**src/rtl/lv_hv_adc_poll_if.sv**
```systemverilog
// OWT command/response bus seen by the HV ADC poller.
// master: the poller (drives the command request).
// slave : the OWT transceiver side (accepts commands, returns frames).
interface lv_hv_adc_poll_if #(
    parameter int OWT_CMD_BIT_NUM = 8
);
    logic                       owt_tx_rdy;
    logic                       owt_tx_req;
    logic [OWT_CMD_BIT_NUM-1:0] owt_tx_cmd;
    logic                       owt_rx_ack;
    logic [OWT_CMD_BIT_NUM-1:0] owt_rx_cmd;
    logic                       owt_rx_status;

    modport master (
        input  owt_tx_rdy,
        output owt_tx_req,
        output owt_tx_cmd,
        input  owt_rx_ack,
        input  owt_rx_cmd,
        input  owt_rx_status
    );

    modport slave (
        output owt_tx_rdy,
        input  owt_tx_req,
        input  owt_tx_cmd,
        output owt_rx_ack,
        output owt_rx_cmd,
        output owt_rx_status
    );
endinterface

```
**src/rtl/lv_hv_adc_poll.sv**
```systemverilog
// LV-side poller for the HV ADC data register.
// Periodically issues an OWT read of ADC_REQ_ADDR, waits for the matching
// response with a bounded ack timeout, retries up to MAX_RETRY times and
// flags abandoned transactions with a sticky error.
// Optional macro LV_HV_POLL_STAT_EN adds an 8-bit saturating count of
// abandoned transactions on o_fail_cnt; without it o_fail_cnt is 0.
module lv_hv_adc_poll #(
    parameter int                OWT_CMD_BIT_NUM = 8,
    parameter int                REG_AW          = 7,
    parameter logic [REG_AW-1:0] ADC_REQ_ADDR    = 7'h1F,
    parameter int                PERIOD_W        = 16,
    parameter int                ACK_TIMEOUT     = 1024,
    parameter int                MAX_RETRY       = 3
) (
    input  logic                i_clk,
    input  logic                i_rst,
    input  logic                i_poll_en,
    input  logic [PERIOD_W-1:0] i_poll_period,
    input  logic                i_err_clr,
    lv_hv_adc_poll_if.master    owt,
    output logic                o_poll_busy,
    output logic                o_poll_done,
    output logic [1:0]          o_retry_cnt,
    output logic                o_timeout_err,
    output logic [7:0]          o_fail_cnt
);
    localparam int          TO_W    = (ACK_TIMEOUT > 2) ? $clog2(ACK_TIMEOUT) : 1;
    localparam logic [TO_W-1:0] TO_LAST = TO_W'(ACK_TIMEOUT - 1);
    localparam logic [1:0]  MAX_R   = 2'(MAX_RETRY);

    typedef enum logic [1:0] {
        ST_IDLE     = 2'd0,
        ST_SEND     = 2'd1,
        ST_WAIT_ACK = 2'd2,
        ST_WAIT     = 2'd3
    } state_t;

    state_t              state_q, state_d;
    logic [TO_W-1:0]     to_cnt_q, to_cnt_d;
    logic [PERIOD_W-1:0] wait_cnt_q, wait_cnt_d;
    logic [1:0]          retry_q, retry_d;
    logic                req_q, req_d;
    logic                busy_q, busy_d;
    logic                done_q, done_d;
    logic                err_q, err_d;
    logic                fail_inc;

    logic                xfer;
    logic                rx_match;
    logic                ack_ok;
    logic                ack_bad;
    logic                to_hit;
    logic [PERIOD_W-1:0] period_last;
    logic                wait_done;

    // The requested command is a fixed read of the polled register.
    assign owt.owt_tx_cmd = {1'b0, ADC_REQ_ADDR};

    // Handshake, response match and wait-period decode.
    assign xfer     = req_q & owt.owt_tx_rdy;
    assign rx_match = owt.owt_rx_ack
                    & owt.owt_rx_cmd[OWT_CMD_BIT_NUM-1]
                    & (owt.owt_rx_cmd[REG_AW-1:0] == ADC_REQ_ADDR);
    assign ack_ok   = rx_match & ~owt.owt_rx_status;
    assign ack_bad  = rx_match &  owt.owt_rx_status;
    assign to_hit   = (to_cnt_q == TO_LAST);
    // A period of 0 behaves as 1; the compare is >= so a period lowered
    // below the running count ends the wait on the next edge.
    assign period_last = (i_poll_period == '0) ? '0 : i_poll_period - 1'b1;
    assign wait_done   = (wait_cnt_q >= period_last);

    // Next-state, counters and registered-output next values.
    always_comb begin
        state_d    = state_q;
        to_cnt_d   = to_cnt_q;
        wait_cnt_d = wait_cnt_q;
        retry_d    = retry_q;
        done_d     = 1'b0;
        // Clear first so that a same-cycle error set overrides it.
        err_d      = err_q & ~i_err_clr;
        fail_inc   = 1'b0;

        case (state_q)
            ST_IDLE: begin
                if (i_poll_en) begin
                    state_d = ST_SEND;
                end
            end

            ST_SEND: begin
                // A handshake wins over a same-cycle enable drop.
                if (xfer) begin
                    state_d  = ST_WAIT_ACK;
                    to_cnt_d = '0;
                end else if (!i_poll_en) begin
                    state_d = ST_IDLE;
                end
            end

            ST_WAIT_ACK: begin
                to_cnt_d = to_cnt_q + 1'b1;
                // A good ack on the expiry cycle counts as success.
                if (ack_ok) begin
                    done_d     = 1'b1;
                    retry_d    = '0;
                    wait_cnt_d = '0;
                    state_d    = i_poll_en ? ST_WAIT : ST_IDLE;
                end else if (ack_bad || to_hit) begin
                    if (retry_q < MAX_R) begin
                        retry_d = retry_q + 1'b1;
                        state_d = ST_SEND;
                    end else begin
                        err_d      = 1'b1;
                        fail_inc   = 1'b1;
                        retry_d    = '0;
                        wait_cnt_d = '0;
                        state_d    = i_poll_en ? ST_WAIT : ST_IDLE;
                    end
                end
            end

            ST_WAIT: begin
                wait_cnt_d = wait_cnt_q + 1'b1;
                if (!i_poll_en) begin
                    state_d = ST_IDLE;
                end else if (wait_done) begin
                    state_d = ST_SEND;
                end
            end

            default: begin
                state_d = ST_IDLE;
            end
        endcase

        req_d  = (state_d == ST_SEND);
        busy_d = (state_d == ST_SEND) || (state_d == ST_WAIT_ACK);
    end

    // State, counters and registered outputs.
    always_ff @(posedge i_clk) begin
        if (i_rst) begin
            state_q    <= ST_IDLE;
            to_cnt_q   <= '0;
            wait_cnt_q <= '0;
            retry_q    <= '0;
            req_q      <= 1'b0;
            busy_q     <= 1'b0;
            done_q     <= 1'b0;
            err_q      <= 1'b0;
        end else begin
            state_q    <= state_d;
            to_cnt_q   <= to_cnt_d;
            wait_cnt_q <= wait_cnt_d;
            retry_q    <= retry_d;
            req_q      <= req_d;
            busy_q     <= busy_d;
            done_q     <= done_d;
            err_q      <= err_d;
        end
    end

    assign owt.owt_tx_req = req_q;
    assign o_poll_busy    = busy_q;
    assign o_poll_done    = done_q;
    assign o_retry_cnt    = retry_q;
    assign o_timeout_err  = err_q;

`ifdef LV_HV_POLL_STAT_EN
    logic [7:0] fail_cnt_q;

    // Saturating count of abandoned transactions.
    always_ff @(posedge i_clk) begin
        if (i_rst) begin
            fail_cnt_q <= '0;
        end else if (fail_inc && (fail_cnt_q != 8'hFF)) begin
            fail_cnt_q <= fail_cnt_q + 1'b1;
        end
    end

    assign o_fail_cnt = fail_cnt_q;
`else
    logic unused_fail_inc;

    assign unused_fail_inc = fail_inc;
    assign o_fail_cnt      = '0;
`endif

endmodule

```
**src/flat_wrapper.sv**
```systemverilog
// flat-port wrapper written by rule: the top's interface ports become plain ports
module lv_hv_adc_poll_flat 
#(
    parameter int                OWT_CMD_BIT_NUM = 8,
    parameter int                REG_AW          = 7,
    parameter logic [REG_AW-1:0] ADC_REQ_ADDR    = 7'h1F,
    parameter int                PERIOD_W        = 16,
    parameter int                ACK_TIMEOUT     = 1024,
    parameter int                MAX_RETRY       = 3
)
  (i_clk, i_rst, i_poll_en, i_poll_period, i_err_clr, o_poll_busy, o_poll_done, o_retry_cnt, o_timeout_err, o_fail_cnt, owt_owt_tx_rdy, owt_owt_tx_req, owt_owt_tx_cmd, owt_owt_rx_ack, owt_owt_rx_cmd, owt_owt_rx_status);
  lv_hv_adc_poll_if #(.OWT_CMD_BIT_NUM(OWT_CMD_BIT_NUM)) owt_i ();
  input  logic i_clk;
  input  logic i_rst;
  input  logic i_poll_en;
  input  logic [PERIOD_W-1:0] i_poll_period;
  input  logic i_err_clr;
  output logic o_poll_busy;
  output logic o_poll_done;
  output logic [1:0] o_retry_cnt;
  output logic o_timeout_err;
  output logic [7:0] o_fail_cnt;
  input wire logic [$bits(owt_i.owt_tx_rdy)-1:0] owt_owt_tx_rdy;
  output wire logic [$bits(owt_i.owt_tx_req)-1:0] owt_owt_tx_req;
  output wire logic [$bits(owt_i.owt_tx_cmd)-1:0] owt_owt_tx_cmd;
  input wire logic [$bits(owt_i.owt_rx_ack)-1:0] owt_owt_rx_ack;
  input wire logic [$bits(owt_i.owt_rx_cmd)-1:0] owt_owt_rx_cmd;
  input wire logic [$bits(owt_i.owt_rx_status)-1:0] owt_owt_rx_status;
  assign owt_i.owt_tx_rdy = owt_owt_tx_rdy;
  assign owt_owt_tx_req = owt_i.owt_tx_req;
  assign owt_owt_tx_cmd = owt_i.owt_tx_cmd;
  assign owt_i.owt_rx_ack = owt_owt_rx_ack;
  assign owt_i.owt_rx_cmd = owt_owt_rx_cmd;
  assign owt_i.owt_rx_status = owt_owt_rx_status;
  lv_hv_adc_poll #(.OWT_CMD_BIT_NUM(OWT_CMD_BIT_NUM), .REG_AW(REG_AW), .ADC_REQ_ADDR(ADC_REQ_ADDR), .PERIOD_W(PERIOD_W), .ACK_TIMEOUT(ACK_TIMEOUT), .MAX_RETRY(MAX_RETRY)) u_core (.i_clk(i_clk), .i_rst(i_rst), .i_poll_en(i_poll_en), .i_poll_period(i_poll_period), .i_err_clr(i_err_clr), .owt(owt_i), .o_poll_busy(o_poll_busy), .o_poll_done(o_poll_done), .o_retry_cnt(o_retry_cnt), .o_timeout_err(o_timeout_err), .o_fail_cnt(o_fail_cnt));
endmodule
```
**config.mk**
```make
export PLATFORM = sky130hd
export DESIGN_NAME = lv_hv_adc_poll_flat
export DESIGN_NICKNAME = d
export VERILOG_FILES = /design/src/rtl/lv_hv_adc_poll_if.sv /design/src/rtl/lv_hv_adc_poll.sv /design/src/flat_wrapper.sv
export SDC_FILE = /design/constraint.sdc
export NUM_CORES = 1
export LEC_CHECK = 0
export ABC_AREA = 1
export BUFFER_PORTS_ARGS = -buffer_cell sky130_fd_sc_hd__buf_2
export CAP_MARGIN = 20
export CORE_MARGIN = 1
export CORE_UTILIZATION = 60
export CTS_BUF_LIST = sky130_fd_sc_hd__clkbuf_8
export DETAILED_ROUTE_END_ITERATION = 10
export MAX_ROUTING_LAYER = met4
export PLACE_DENSITY = 0.85
export SLEW_MARGIN = 20
export SYNTH_ARGS = -nofsm -noshare
export SYNTH_HDL_FRONTEND = slang
export SYNTH_SLANG_ARGS = --single-unit
```
**constraint.sdc**
```tcl
create_clock -name i_clk -period 6.85 [get_ports i_clk]
set_clock_uncertainty 0.05 [all_clocks]
set_input_delay 0.685 -clock i_clk [delete_from_list [all_inputs] [get_ports i_clk]]
set_output_delay 0.685 -clock i_clk [all_outputs]
set_load 0.01 [all_outputs]
```
== After elaboration in Yosys (flattened, before gate mapping) ==
Cells that the tools add are included.

* Bits in registers: 34
* Input bits: 31
* Output and inout bits: 22
* Word-level logic and storage cells: 69

* Add/sub/neg operators: 4
* Magnitude comparators: 2
* Eq/ne operators: 10
* Multiplexer cells: 25
* Bitwise logic cells: 9
* Reduce and logical (&&, ||, !) cells: 11

{| class="wikitable"
|+ Operators with widths
! cell !! count
|-
| 16-bit 2-to-1 mux || 4
|-
| 16-bit one-hot mux with 2 select lines || 1
|-
| 2-bit 2-to-1 mux || 12
|-
| 10-bit one-hot mux with 2 select lines || 1
|-
| 16-bit by 1-bit adder with 16-bit output, second input constant || 1
|-
| 16-bit >= comparator || 1
|-
| 16-bit logical NOT || 1
|-
| 16-bit by 1-bit subtractor with 16-bit output, second input constant || 1
|-
| 10-bit by 1-bit adder with 10-bit output, second input constant || 1
|-
| 10-bit equality test, second input constant || 1
|-
| 10-bit 2-to-1 mux || 1
|-
| 2-bit one-hot mux with 4 select lines || 1
|-
| 7-bit by 5-bit equality test with 1-bit output, second input constant || 1
|-
| 1-bit AND || 6
|-
| 2-bit equality test, second input constant || 3
|-
| 2-bit nonzero test || 3
|-
| 1-bit 2-to-1 mux || 5
|-
| 2-bit by 1-bit equality test with 1-bit output, second input constant || 2
|-
| 2-bit AND reduction || 2
|-
| 3-bit by 1-bit inequality test with 1-bit output, second input constant || 1
|-
| 3-bit by 2-bit inequality test with 1-bit output, second input constant || 1
|-
| 1-bit inverter || 3
|-
| 3-bit AND reduction || 1
|-
| 2-bit by 1-bit adder with 2-bit output, second input constant || 1
|-
| 5 further kinds || 6
|}

== Longest topological paths before layout ==
Gate-level depths: netlist of the first run.

* Word-level depth: 9
* Gate-level depth with buffers: 22
* Depth with buffers taken out: 22

== Least setup slack after synthesis of the first run ==
Ideal clock, no wire load.

* Kind: input to register
* Start point: in i_poll_period[1]
* End point: reg u_core.busy_q (netlist: u_core.o_poll_busy)
* Library setup time: 0.066 ns
* Data arrival time: 2.856 ns
* Required time: 6.734 ns
* Setup slack: 3.877 ns
* Stages: 18
* Buffers on the path: 0
* Cell sequence: nor2_1 > nand3_1 > nor4_2 > nand3_1 > inv_1 > nand3_1 > nand2_1 > nand3_1 > ha_1 > a21oi_1 > o21ai_0 > a21oi_1 > nand3_1 > nor2_1 > nand3_1 > and2_1 > ha_1 > nor2_1

* Longest elaborated chain between the ends: 8
* Elaborated cells on any way between the ends: 10
* Classes of those cells: 1 x add/sub; 1 x order compare; 2 x eq/ne; 4 x mux; 2 x reduce/logical

{| class="wikitable"
|+ Ends and longest elaborated chain
! element !! line !! source
|-
| start: declaration || flat_wrapper.sv:16 || <nowiki>input logic [PERIOD_W-1:0] i_poll_period;</nowiki>
|-
| 16-bit by 1-bit subtractor with 16-bit output / 16-bit logical NOT (equally long branches) || lv_hv_adc_poll.sv:69 || <nowiki>assign period_last = (i_poll_period == '0) ? '0 : i_poll_period - 1'b1;</nowiki>
|-
| 16-bit 2-to-1 mux (*) || lv_hv_adc_poll.sv:69 ||
|-
| 16-bit >= comparator (*) || lv_hv_adc_poll.sv:70 || <nowiki>assign wait_done = (wait_cnt_q >= period_last);</nowiki>
|-
| 2-bit 2-to-1 mux (*) || lv_hv_adc_poll.sv:126 || <nowiki>end else if (wait_done) begin</nowiki>
|-
| 2-bit 2-to-1 mux (*) || lv_hv_adc_poll.sv:124 || <nowiki>if (!i_poll_en) begin</nowiki>
|-
| 2-bit one-hot mux with 4 select lines (*) || lv_hv_adc_poll.sv:83 || <nowiki>case (state_q)</nowiki>
|-
| 2-bit by 1-bit equality test with 1-bit output / 2-bit equality test (equally long branches) || lv_hv_adc_poll.sv:137 || <nowiki>busy_d = (state_d == ST_SEND) || (state_d == ST_WAIT_ACK);</nowiki>
|-
| 1-bit logical OR (*) || lv_hv_adc_poll.sv:137 ||
|-
| end signal: assignment || lv_hv_adc_poll.sv:157 || <nowiki>busy_q <= busy_d;</nowiki>
|-
| end: declaration || lv_hv_adc_poll.sv:43 || <nowiki>logic busy_q, busy_d;</nowiki>
|}

Mark *: on every way between the ends. The rest lies on a longest branch, timed or not.
A chain may end at the register's enable or synchronous reset.

== Worst setup path in the final report of the first run ==
* Start point: in i_poll_period[9]
* End point: reg u_core.busy_q (netlist: u_core.o_poll_busy)

The elaborated chain is that of the path after synthesis.

==> results of run 1 <==
cell usage in the layout (no fill, tap or decap), types with 3 or more instances in the layout:
cell      Yosys  layout
nand3_2       3       3
inv_1        59      59
nor3_2        4       4
nand4_1      11      11
xor2_1        8       8
o21ai_0       9       9
nor3_1        6       6
or2_2         5       5
buf_2         1      36
ha_1         22      22
nand2_1     104     104
nand3_1      43      43
clkbuf_8      0       6
a31o_2        3       3
a21oi_1      35      35
conb_1        2      16
nor2_1       36      36
dfxtp_1      34      34
registers in the layout, indices dropped and copies added (netlist names):
| name | cells |
|---|---|
| u_core.wait_cnt_q | 16 |
| u_core.to_cnt_q | 10 |
| u_core.o_retry_cnt | 2 |
| u_core.state_q | 2 |
| u_core.o_poll_busy | 1 |
| u_core.o_poll_done | 1 |
| u_core.o_timeout_err | 1 |
| u_core.owt.owt_tx_req | 1 |
synthesized netlist by cell type (4+ instances only):
cell type | number | area, sq um
inv_1 | 59 | 221.5
xor2_1 | 8 | 70.07
a21oi_1 | 35 | 175.2
buf_4 | 16 | 120.1
ha_1 | 22 | 275.3
dfxtp_1 | 34 | 680.7
nand4_1 | 11 | 68.82
nor3_2 | 4 | 40.04
clkbuf_1 | 5 | 18.77
nor2_1 | 36 | 135.1
o21ai_0 | 9 | 45.04
or2_2 | 5 | 31.28
nand2_1 | 104 | 390.4
nand3_1 | 43 | 215.2
nor3_1 | 6 | 30.03
worst paths after layout:
| path | startpoint | to | slack [ns] | cells after the start |
|---|---|---|---|---|
| worst max-delay path | i_poll_period[9] | u_core.o_poll_busy | 3.65 | 18 |
| worst min-delay path | u_core.o_timeout_err | u_core.o_timeout_err | 0.41 | 2 |
| worst max register to register | u_core.state_q[1] | u_core.o_poll_busy | 4.52 | 11 |
| worst min register to register | u_core.o_timeout_err | u_core.o_timeout_err | 0.41 | 2 |
kinds of logic after synthesis:
| group | count (synthesis) |
|---|---|
| AO/OA/AOI/OAI | 58 |
| adder cells (fa/ha/maj) | 22 |
| other | 2 |
| AND/OR/NAND/NOR | 228 |
| flip-flops | 34 |
| buffers and inverters | 84 |
| XOR/XNOR | 10 |
worst max-delay path, delay by kind of cell:
| kind | cells | cell delay (ns) |
|---|---|---|
| AND/OR/NAND/NOR | 14 | 1.90 |
| AO/OA/AOI/OAI | 1 | 0.12 |
| adder cells (fa/ha/maj) | 2 | 0.55 |
| buffers and inverters | 1 | 0.12 |
stage by stage:
step | instances | power, uW | hold WS (ns)
floorplan | 452 | 243.1 | 0.4034
global placement | 517 | 253.7 | 0.4001
detailed placement | 517 | 255.1 | 0.4036
CTS | 525 | 410.8 | 0.4156
global route | 525 | 426.8 | 0.4614
finish | 525 | 410.1 | 0.4115
per-layer routing:
layer  track usage  routed length [microns]
met1        0.3265                     2924
met2        0.4541                     2892
met3       0.03419                      216
met4       0.04889                       45
met5             -                        0
where the power goes:
| group | leakage, uW | total, uW | switching [uW] | internal (uW) |
|---|---|---|---|---|
| sequential | 0.000275 | 200 | 1.11 | 199 |
| combinational | 0.00113 | 50.9 | 32.8 | 18.1 |
| clock | 0.0000472 | 159 | 78.3 | 80.9 |
| total | 0.00145 | 410 | 112 | 298 |
area by class of cell:
| cell class | instances | area, sq um |
|---|---|---|
| well taps | 52 | 65.06 |
| repair buffers | 36 | 180.2 |
| inverters | 61 | 229.0 |
| clock buffers | 6 | 82.58 |
| multi-input cells | 334 | 1827 |
| clock inverters | 2 | 12.51 |
| fillers | 367 | 1368 |
| flip-flops and latches | 34 | 680.7 |
==> metrics, run 1 <==
RSZ-0062 raised after global routing false; Critical Path Max Stage Delay a little under 0.4 ns; Sink Count 34; post-layout minimum cycle time 3.201 ns; Root Buffer Master clkbuf_8; Post-synth EDFFs 0; Avg Cell Area, Syn 6.482 sq um; Post-Synth XOR/XNOR Area 0.03085; post-CTS sizing 0; Via Count 2853; Max VDD drop 0.00008679 V; cts hold-fix bufs 0; die area 0.005011 sq mm; max cap viols 0; final core utilization 0.6923; chip width 70.79 microns; most frequent cell on the critical path nand2_1; Mapped Cells 438; worst hold path type reg -> reg; Yosys warning total 0; WP data required ~7 ns; crit path cell chain buf_2, nor2_1, nand2_1, nor2_1, nand4_1, nand3_1, ha_1, nand2_1, nand2_1, nand2_1, nand2_1, a21oi_1, nand3_1, nor2_1, nand3_1, and2_1, ha_1, nor2_1; Worst EP arrival between 3 and 4 ns; Post-Syn Area 0.002839 sq mm; I/O pin total 53; largest family of logic cells by synthesized area simple AND/OR/NAND/NOR gates; simple logic cell fraction of the synthesized area 0.3790; dominant synthesized flop cell dfxtp_1; gr usage total 0.2610; n_diodes 0; Synth Area in Adders 0.09696; First-pass DRT Iterations 4; slew at the pin closest to its max-slew limit between 0.5 and 0.6 ns; grt ovf 0; mux share of post-synthesis cell area 0; fmax 312.4 MHz; worst setup margin 3.649 ns; share of flip-flops with an asynchronous set or reset 0; share of cells above drive strength 1 0.1480; post-synthesis compound-gate area fraction 0.1155; antenna-violating nets left 0; Seq/Total Area, Yosys 0.2398; CP max FO 13; WS Path Type in -> reg; Worst Setup End Kind flop; maximum root-to-sink buffer count 2; Initial Utilization 0.6388; Placement Setup Slack approximately 3.3 ns; Initial DRC Count 146; PwrDens 133.3 mW/mm^2; initial antenna violation count 0; Setup violations, final 0; Critical Path Slowest Stage Cell nand4_1; GPL Wtd Cong 0.9312; Core Rows 24; H-tree levels 2; CTS buffer count 5; Total Routed Length between 6 and 7 mm; CTS tree done; Yosys cell types 43; Avg Vias per Cell 5.434; outcome finished, final reports clean; largest net degree at the start of global routing 31; hpwl dp around 5 mm; worst skew pair latency 0.29 ns; slew margin rel. 0.6062; post-route setup TNS 0 ns; vias in the first global route 2492; first-pass GRT wire length about 10 mm; Synth Register Bits 34; synthesis-to-finish area growth 8.374%; Final Cycle Share 0.4674; Max Slew Vio Count 0; DR WL/cell 11.58 microns; Die Y 70.79 microns; DRC violations left 0; Worst-path clk slew 0.08 ns; Post-CTS Setup Bufs 0; core box area 0.004444 sq mm; crit path launch type input pin; Post-Layout Inst Area 0.003077 sq mm; # port buffers 36; endpoints failing hold 0; Lkg Pwr 0.001454 uW; Post-layout nets approximately 530; placed cell area 0.002982 sq mm
(Power assumes the default switching activity.)
==> run 2, diff against run 1 <==
--- a/config.mk
+++ b/config.mk
@@ -9,11 +9,11 @@
 export BUFFER_PORTS_ARGS = -buffer_cell sky130_fd_sc_hd__buf_2
 export CAP_MARGIN = 20
 export CORE_MARGIN = 1
-export CORE_UTILIZATION = 60
+export CORE_UTILIZATION = 58
 export CTS_BUF_LIST = sky130_fd_sc_hd__clkbuf_8
 export DETAILED_ROUTE_END_ITERATION = 10
 export MAX_ROUTING_LAYER = met4
-export PLACE_DENSITY = 0.85
+export PLACE_DENSITY = 0.83
 export SLEW_MARGIN = 20
 export SYNTH_ARGS = -nofsm -noshare
 export SYNTH_HDL_FRONTEND = slang
==> constraint.sdc (replaced) <==
create_clock -name i_clk -period 3 [get_ports i_clk]
set_clock_uncertainty 0.05 [all_clocks]
set_input_delay 0.3 -clock i_clk [delete_from_list [all_inputs] [get_ports i_clk]]
set_output_delay 0.3 -clock i_clk [all_outputs]
set_load 0.01 [all_outputs]
==> run 2 against run 1 <==
Against the previous run:
- clock-buffer cell count shrank 1
- flip-flop and latch count did not move
- die area is 3.3% higher
- critical path type unchanged
- wire length grew 2.8%
- utilization decreased by 2.6 points
==> metrics, run 2 (synthesis results as in run 1) <==
R2R setup slack 0.89 ns (was 4.52 ns); Root Buffer Master clkbuf_8 (unchanged); Core Rows 25 (was 24); Sink Count 34 (unchanged); synthesis-to-finish area growth 10.80% (was 8.374%); # fillers 392 (was 367); CP Buf/Inv Count 3 (was 1); DR WL/cell 11.50 microns (was 11.58 microns); WS Path Type in -> reg (unchanged); CTS tree done (unchanged); Initial DRC Count 195 (was 146); chip width 71.96 microns (was 70.79 microns); post-layout minimum cycle time approximately 2.7 ns; post-route setup TNS 0 ns (unchanged); H-tree levels 2 (unchanged); max cap viols 0 (unchanged); Largest register FFs 16 (unchanged); First-pass DRT Iterations 4 (unchanged); Total Routed Length 6.247 mm (was 6.079 mm); Critical Path Max Stage Delay 0.28 ns (was 0.39 ns); grt ovf 0 (unchanged); slew at the pin closest to its max-slew limit 0.5670 ns (was 0.5907 ns); FF-to-FF Start u_core.to_cnt_q[0] (was u_core.state_q[1]); I/O pin total 53 (unchanged); Hold WS 0.2132 ns (was 0.4115 ns); core box area 0.004723 sq mm (was 0.004444 sq mm); reg2reg end u_core.o_poll_busy (unchanged); worst reg2reg path depth 12 (was 11); commonest non-fill, non-tap cell in the layout nand2_1 (unchanged); n_diodes 0 (unchanged); CP max FO 3 (was 13); fmax 372.5 MHz; worst hold path type in -> reg (was reg -> reg); area occupied by multi-input gates 0.001836 sq mm (was 0.001827 sq mm); crit path launch type input pin (unchanged); antenna-violating nets left 0 (unchanged); Post-layout nets 528 (was 525); CP Depth 18 (unchanged); die area 0.005178 sq mm (was 0.005011 sq mm); CTS buffer count 5 (unchanged); RSZ-0062 raised after global routing false (unchanged); Largest Register u_core.wait_cnt_q (unchanged); worst skew pair latency 0.29 ns (about the same); Via Count 2834 (was 2853); endpoints failing hold 0 (unchanged); initial antenna violation count 0 (unchanged); most frequent cells in the layout nand2_1 (104), inv_1 (59), nand3_1 (43) (unchanged); first-pass GRT wire length 10.69 mm (was 10.44 mm); crit path from i_poll_period[7] (was i_poll_period[9]); # port buffers 36 (unchanged); WP data required 3.18 ns (was 7.02 ns); Critical Path End u_core.o_poll_busy (unchanged); Worst-path clk slew 0.07 ns (was 0.08 ns); GPL Wtd Cong 0.8279 (was 0.9312); Critical Path Slowest Stage Cell ha_1 (was nand4_1); register area 680.7 sq um (unchanged); Final Cycle Share 0.8949; maximum root-to-sink buffer count 2 (unchanged); Die Y 71.96 microns (was 70.79 microns); largest net degree at the start of global routing 31 (unchanged); vias in the first global route 2474 (was 2492); share of cells above drive strength 1 0.1534 (was 0.1480); Worst EP arrival 2.86 ns (was 3.37 ns); Initial Utilization 0.6011 (was 0.6388); family with the most delay on the worst path simple AND/OR/NAND/NOR gates (unchanged); Max VDD drop 0.0002586 V (was 0.00008679 V); Max Slew Vio Count 0 (unchanged); Setup violations, final 0 (unchanged); DRC violations left 0 (unchanged); Avg Vias per Cell 5.219 (was 5.434); outcome finished, final reports clean (unchanged); Largest regs u_core.wait_cnt_q x16, u_core.to_cnt_q x10 (unchanged); PwrDens 319.6 mW/mm^2 (was 133.3 mW/mm^2); crit path cell chain buf_2, nor2_1, inv_1, nor2_1, inv_1, nor3_1, nand3_1, nand3_1, ha_1, a21oi_1, o21ai_0, a21oi_1, nand3_1, nor2_1, nand3_1, and2_1, ha_1, nor2_1 (was buf_2, nor2_1, nand2_1, nor2_1, nand4_1, nand3_1, ha_1, nand2_1, nand2_1, nand2_1, nand2_1, a21oi_1, nand3_1, nor2_1, nand3_1, and2_1, ha_1, nor2_1); gr usage total 0.2633 (was 0.2610); slew margin rel. 0.6220 (was 0.6062); hpwl dp 4.796 mm (was 4.895 mm); Worst Setup End Kind flop (unchanged); Lkg Pwr 0.001475 uW (was 0.001454 uW)
-- run 2: layout make-up --
cell class	count	area share
tap	67	0.02665
sequential	34	0.2164
inverter	61	0.07279
multi-input combinational	334	0.5835
clock inverter	3	0.01432
clock buffer	5	0.02188
timing repair buffer	39	0.06444
-- run 2: what timing repair did --
item                                    4_1_cts  5_1_grt
resized for setup                             0        1
hold buffers                                  0        0
hold endpoints to repair                      0        0
buffers inserted                              0        0
endpoints found under the setup margin        0        2
-- run 2: metrics by stage --
step                      std cells  power (uW)  worst slack (ns)  utilization  instance area [sq um]
after global placement          535       579.8           0.09351       0.6400                   3023
after global routing            543        1051           0.02863       0.6660                   3146
after CTS                       543        1007            0.3065       0.6641                   3137
after floorplan                 452       555.0            0.4123            -                   2892
final                           543        1005            0.3152       0.6660                   3146
after detailed placement        535       582.4           0.02582       0.6400                   3023
-- run 2: tightest hold or removal path, stage by stage --
cell,delay [ns]
buf_2,0.08
inv_1,0.03
nand2_1,0.04
a21oi_1,0.06
-- run 2: report_power, final --
part           switching (uW)  internal [uW]  leakage (uW)
clock network             184            247     0.0000504
registers                2.74            454      0.000275
logic                    74.6           42.5       0.00115
total                     261            744       0.00148
-- run 2: worst min-delay path by stage --
stage / startpoint / to / slack [ns] / depth (start not counted)
6_report: i_err_clr / u_core.o_timeout_err / 0.21 / 4
5_1_grt: i_err_clr / u_core.o_timeout_err / 0.24 / 4
4_1_cts: i_err_clr / u_core.o_timeout_err / 0.21 / 4
3_5_place_dp: u_core.o_timeout_err / u_core.o_timeout_err / 0.41 / 2
3_3_place_gp: u_core.o_timeout_err / u_core.o_timeout_err / 0.40 / 2
2_1_floorplan: u_core.to_cnt_q[0] / u_core.to_cnt_q[0] / 0.40 / 1
-- run 2: routing by layer --
layer	track usage	wire length, microns
met5	-	0
met2	0.4444	2996
met1	0.3304	2920
met3	0.04306	257
met4	0.06318	72
==> run 3, diff against run 2 <==
--- a/config.mk
+++ b/config.mk
@@ -8,6 +8,7 @@
 export ABC_AREA = 1
 export BUFFER_PORTS_ARGS = -buffer_cell sky130_fd_sc_hd__buf_2
 export CAP_MARGIN = 20
+export CORE_ASPECT_RATIO = 1.4
 export CORE_MARGIN = 1
 export CORE_UTILIZATION = 58
 export CTS_BUF_LIST = sky130_fd_sc_hd__clkbuf_8
==> run 3 against run 2 <==
Against the previous run:
- first-iteration DRC count grew 9.7%
- wire length increased by 6.3%
- combinational power is 5% higher
- final cell count decreased by 0.37%
==> metrics, run 3 (synthesis results as in run 1) <==
outcome finished, final reports clean (unchanged); CP max FO 3 (unchanged); slew margin rel. 0.6231 (was 0.6220); Sink Count 34 (unchanged); die area 0.005183 sq mm (was 0.005178 sq mm); CTS tree done (unchanged); gr usage total 0.2772 (was 0.2633); First-pass DRT Iterations 4 (unchanged); Placement Setup Slack -0.09794 ns (was 0.02582 ns); PwrDens 312.4 mW/mm^2 (was 319.6 mW/mm^2); slew at the pin closest to its max-slew limit 0.5654 ns (was 0.5670 ns); Critical Path Slowest Stage Cell nor4_4 (was ha_1); Initial Utilization 0.6161 (was 0.6011); Tot Pwr 997.7 uW (was 1005 uW); Max Slew Vio Count 0 (unchanged); NetSw 256.5 uW (was 261.5 uW); I/O pin total 53 (unchanged); DRC violations left 0 (unchanged); max cap viols 0 (unchanged); Via Count 2904 (was 2834); family with the most delay on the worst path simple AND/OR/NAND/NOR gates (unchanged); # port buffers 36 (unchanged); largest net degree at the start of global routing 31 (unchanged); clock power share 0.419 (was 0.429); antenna-violating nets left 0 (unchanged); Net Sw Frac 0.2571 (was 0.2601); hpwl dp 5.033 mm (was 4.796 mm); Largest register FFs 16 (unchanged); hold path endpoint u_core.o_timeout_err (unchanged); H-tree levels 2 (unchanged); HP Start i_err_clr (unchanged); Avg Vias per Cell 5.368 (was 5.219); Worst EP arrival 2.89 ns (was 2.86 ns); n_diodes 0 (unchanged); Core Rows 29 (was 25); Largest regs u_core.wait_cnt_q x16, u_core.to_cnt_q x10 (unchanged); final core utilization 0.6929 (was 0.6660); WP data required 3.18 ns (about the same); fmax 368.6 MHz (was 372.5 MHz); Post-layout nets 531 (was 528); WS Path Type in -> reg (unchanged); Worst-path clk slew 0.07 ns (about the same); most frequent cells in the layout nand2_1 (103), inv_1 (58), nand3_1 (41) (was nand2_1 (104), inv_1 (59), nand3_1 (43)); Hold WS 0.1888 ns (was 0.2132 ns); post-layout minimum cycle time 2.713 ns (was 2.685 ns); Reg power frac 0.458 (was 0.455); core box area 0.004608 sq mm (was 0.004723 sq mm); worst hold path type in -> reg (unchanged); worst hold stages 4 (unchanged); Setup violations, final 0 (unchanged); CP Buf/Inv Count 2 (was 3); vias in the first global route 2613 (was 2474); FF-to-FF Start u_core.state_q[1] (was u_core.to_cnt_q[0]); worst reg2reg path depth 12 (unchanged); R2R setup slack 0.89 ns (about the same); share of cells above drive strength 1 0.1816 (was 0.1534); crit path cell chain buf_2, nor2_2, nand3_2, nor4_4, nand3_2, inv_2, nand3_1, nand2_1, nand3_1, ha_1, nand2_1, nor2_1, nor2b_1, nand3_1, nand3_1, nor2_1, nand3_1, and2_1, ha_1, nor2_1 (was buf_2, nor2_1, inv_1, nor2_1, inv_1, nor3_1, nand3_1, nand3_1, ha_1, a21oi_1, o21ai_0, a21oi_1, nand3_1, nor2_1, nand3_1, and2_1, ha_1, nor2_1); Worst Setup End Kind flop (unchanged); worst setup margin 0.2868 ns (was 0.3152 ns); logic gate share of total power 0.123 (was 0.116); RSZ-0062 raised after global routing false (unchanged); commonest non-fill, non-tap cell in the layout nand2_1 (unchanged); first-pass GRT wire length 10.69 mm (unchanged); synthesis-to-finish area growth 12.47% (was 10.80%); grt ovf 0 (unchanged); CTS buffer count 5 (unchanged); Initial DRC Count 214 (was 195); most frequent cell on the critical path nand3_1; maximum root-to-sink buffer count 2 (unchanged); GPL Wtd Cong 0.8858 (was 0.8279); Max VDD drop 0.0001674 V (was 0.0002586 V); Root Buffer Master clkbuf_8 (unchanged); endpoints failing hold 0 (unchanged); Pint 741.2 uW (was 744.0 uW); Die Y 84.78 microns (was 71.96 microns); Largest Register u_core.wait_cnt_q (unchanged); Final Cycle Share 0.9044 (was 0.8949); DR WL/cell 12.27 microns (was 11.50 microns); # fillers 422 (was 392); initial antenna violation count 0 (unchanged); crit path launch type input pin (unchanged); reg2reg end u_core.o_poll_busy (unchanged); Critical Path Max Stage Delay 0.29 ns (was 0.28 ns); cts hold-fix bufs 0 (unchanged); chip width 61.13 microns (was 71.96 microns); Lkg Pwr 0.001498 uW (was 0.001475 uW); worst skew pair latency 0.30 ns (was 0.29 ns); Total Routed Length 6.638 mm (was 6.247 mm)
-- run 3: final cells by class --
type | instances | area, sq um | area share
multi-input cells | 334 | 1874 | 0.5870
flip-flops and latches | 34 | 680.7 | 0.2132
inverters | 61 | 229.0 | 0.07171
repair buffers | 42 | 225.2 | 0.07053
well taps | 62 | 77.57 | 0.02429
clock buffers | 5 | 68.82 | 0.02155
clock inverters | 3 | 37.54 | 0.01176
-- run 3: worst min-delay path: cells and delay by family --
kind            cells  cell delay [ns]
simple gates        1             0.04
compound gates      1             0.05
buf+inv             2             0.11
-- run 3: what timing repair did --
action,4_1_cts,5_1_grt
gates resized for setup,0,15
endpoints found under the setup margin,0,2
buffers inserted,0,0
endpoints found under the hold margin,0,0
-- run 3: stage by stage --
step / setup TNS [ns] / instances / instance area (sq um)
floorplan: 0 / 452 / 2892
global placement: -0.04337 / 533 / 3039
detailed placement: -0.1317 / 533 / 3039
CTS: 0 / 541 / 3146
global route: 0 / 541 / 3193
finish: 0 / 541 / 3193
-- run 3: power groups by stage --
stage               registers [uW]  clock network, uW  logic [uW]
floorplan                      468                  0        87.3
global placement               468                  0         114
detailed placement             468                  0         117
CTS                            457                418         117
global route                   457                436         139
finish                         457                418         123
-- run 3: routing by layer --
layer  GRT usage  share of wire  vias to the layer above
met2      0.4901           0.54                       99
met5           -              0                        -
met4      0.1591          0.032                        0
met1      0.2720           0.39                     1304
met3     0.04160          0.040                       20
li1            -              -                     1481
-- run 3: worst max-delay path by stage --
| stage | startpoint | slack, ns | cells after the start | endpoint |
|---|---|---|---|---|
| 6_report | i_poll_period[5] | 0.29 | 20 | u_core.o_poll_busy |
| 5_1_grt | i_poll_period[5] | 0.00003 | 22 | u_core.o_poll_busy |
| 4_1_cts | i_poll_period[0] | 0.17 | 21 | u_core.o_poll_busy |
| 3_5_place_dp | i_poll_period[0] | -0.1 | 21 | u_core.o_poll_busy |
| 3_3_place_gp | i_poll_period[0] | -0.04 | 21 | u_core.o_poll_busy |
| 2_1_floorplan | i_poll_period[1] | 0.41 | 18 | u_core.o_poll_busy |
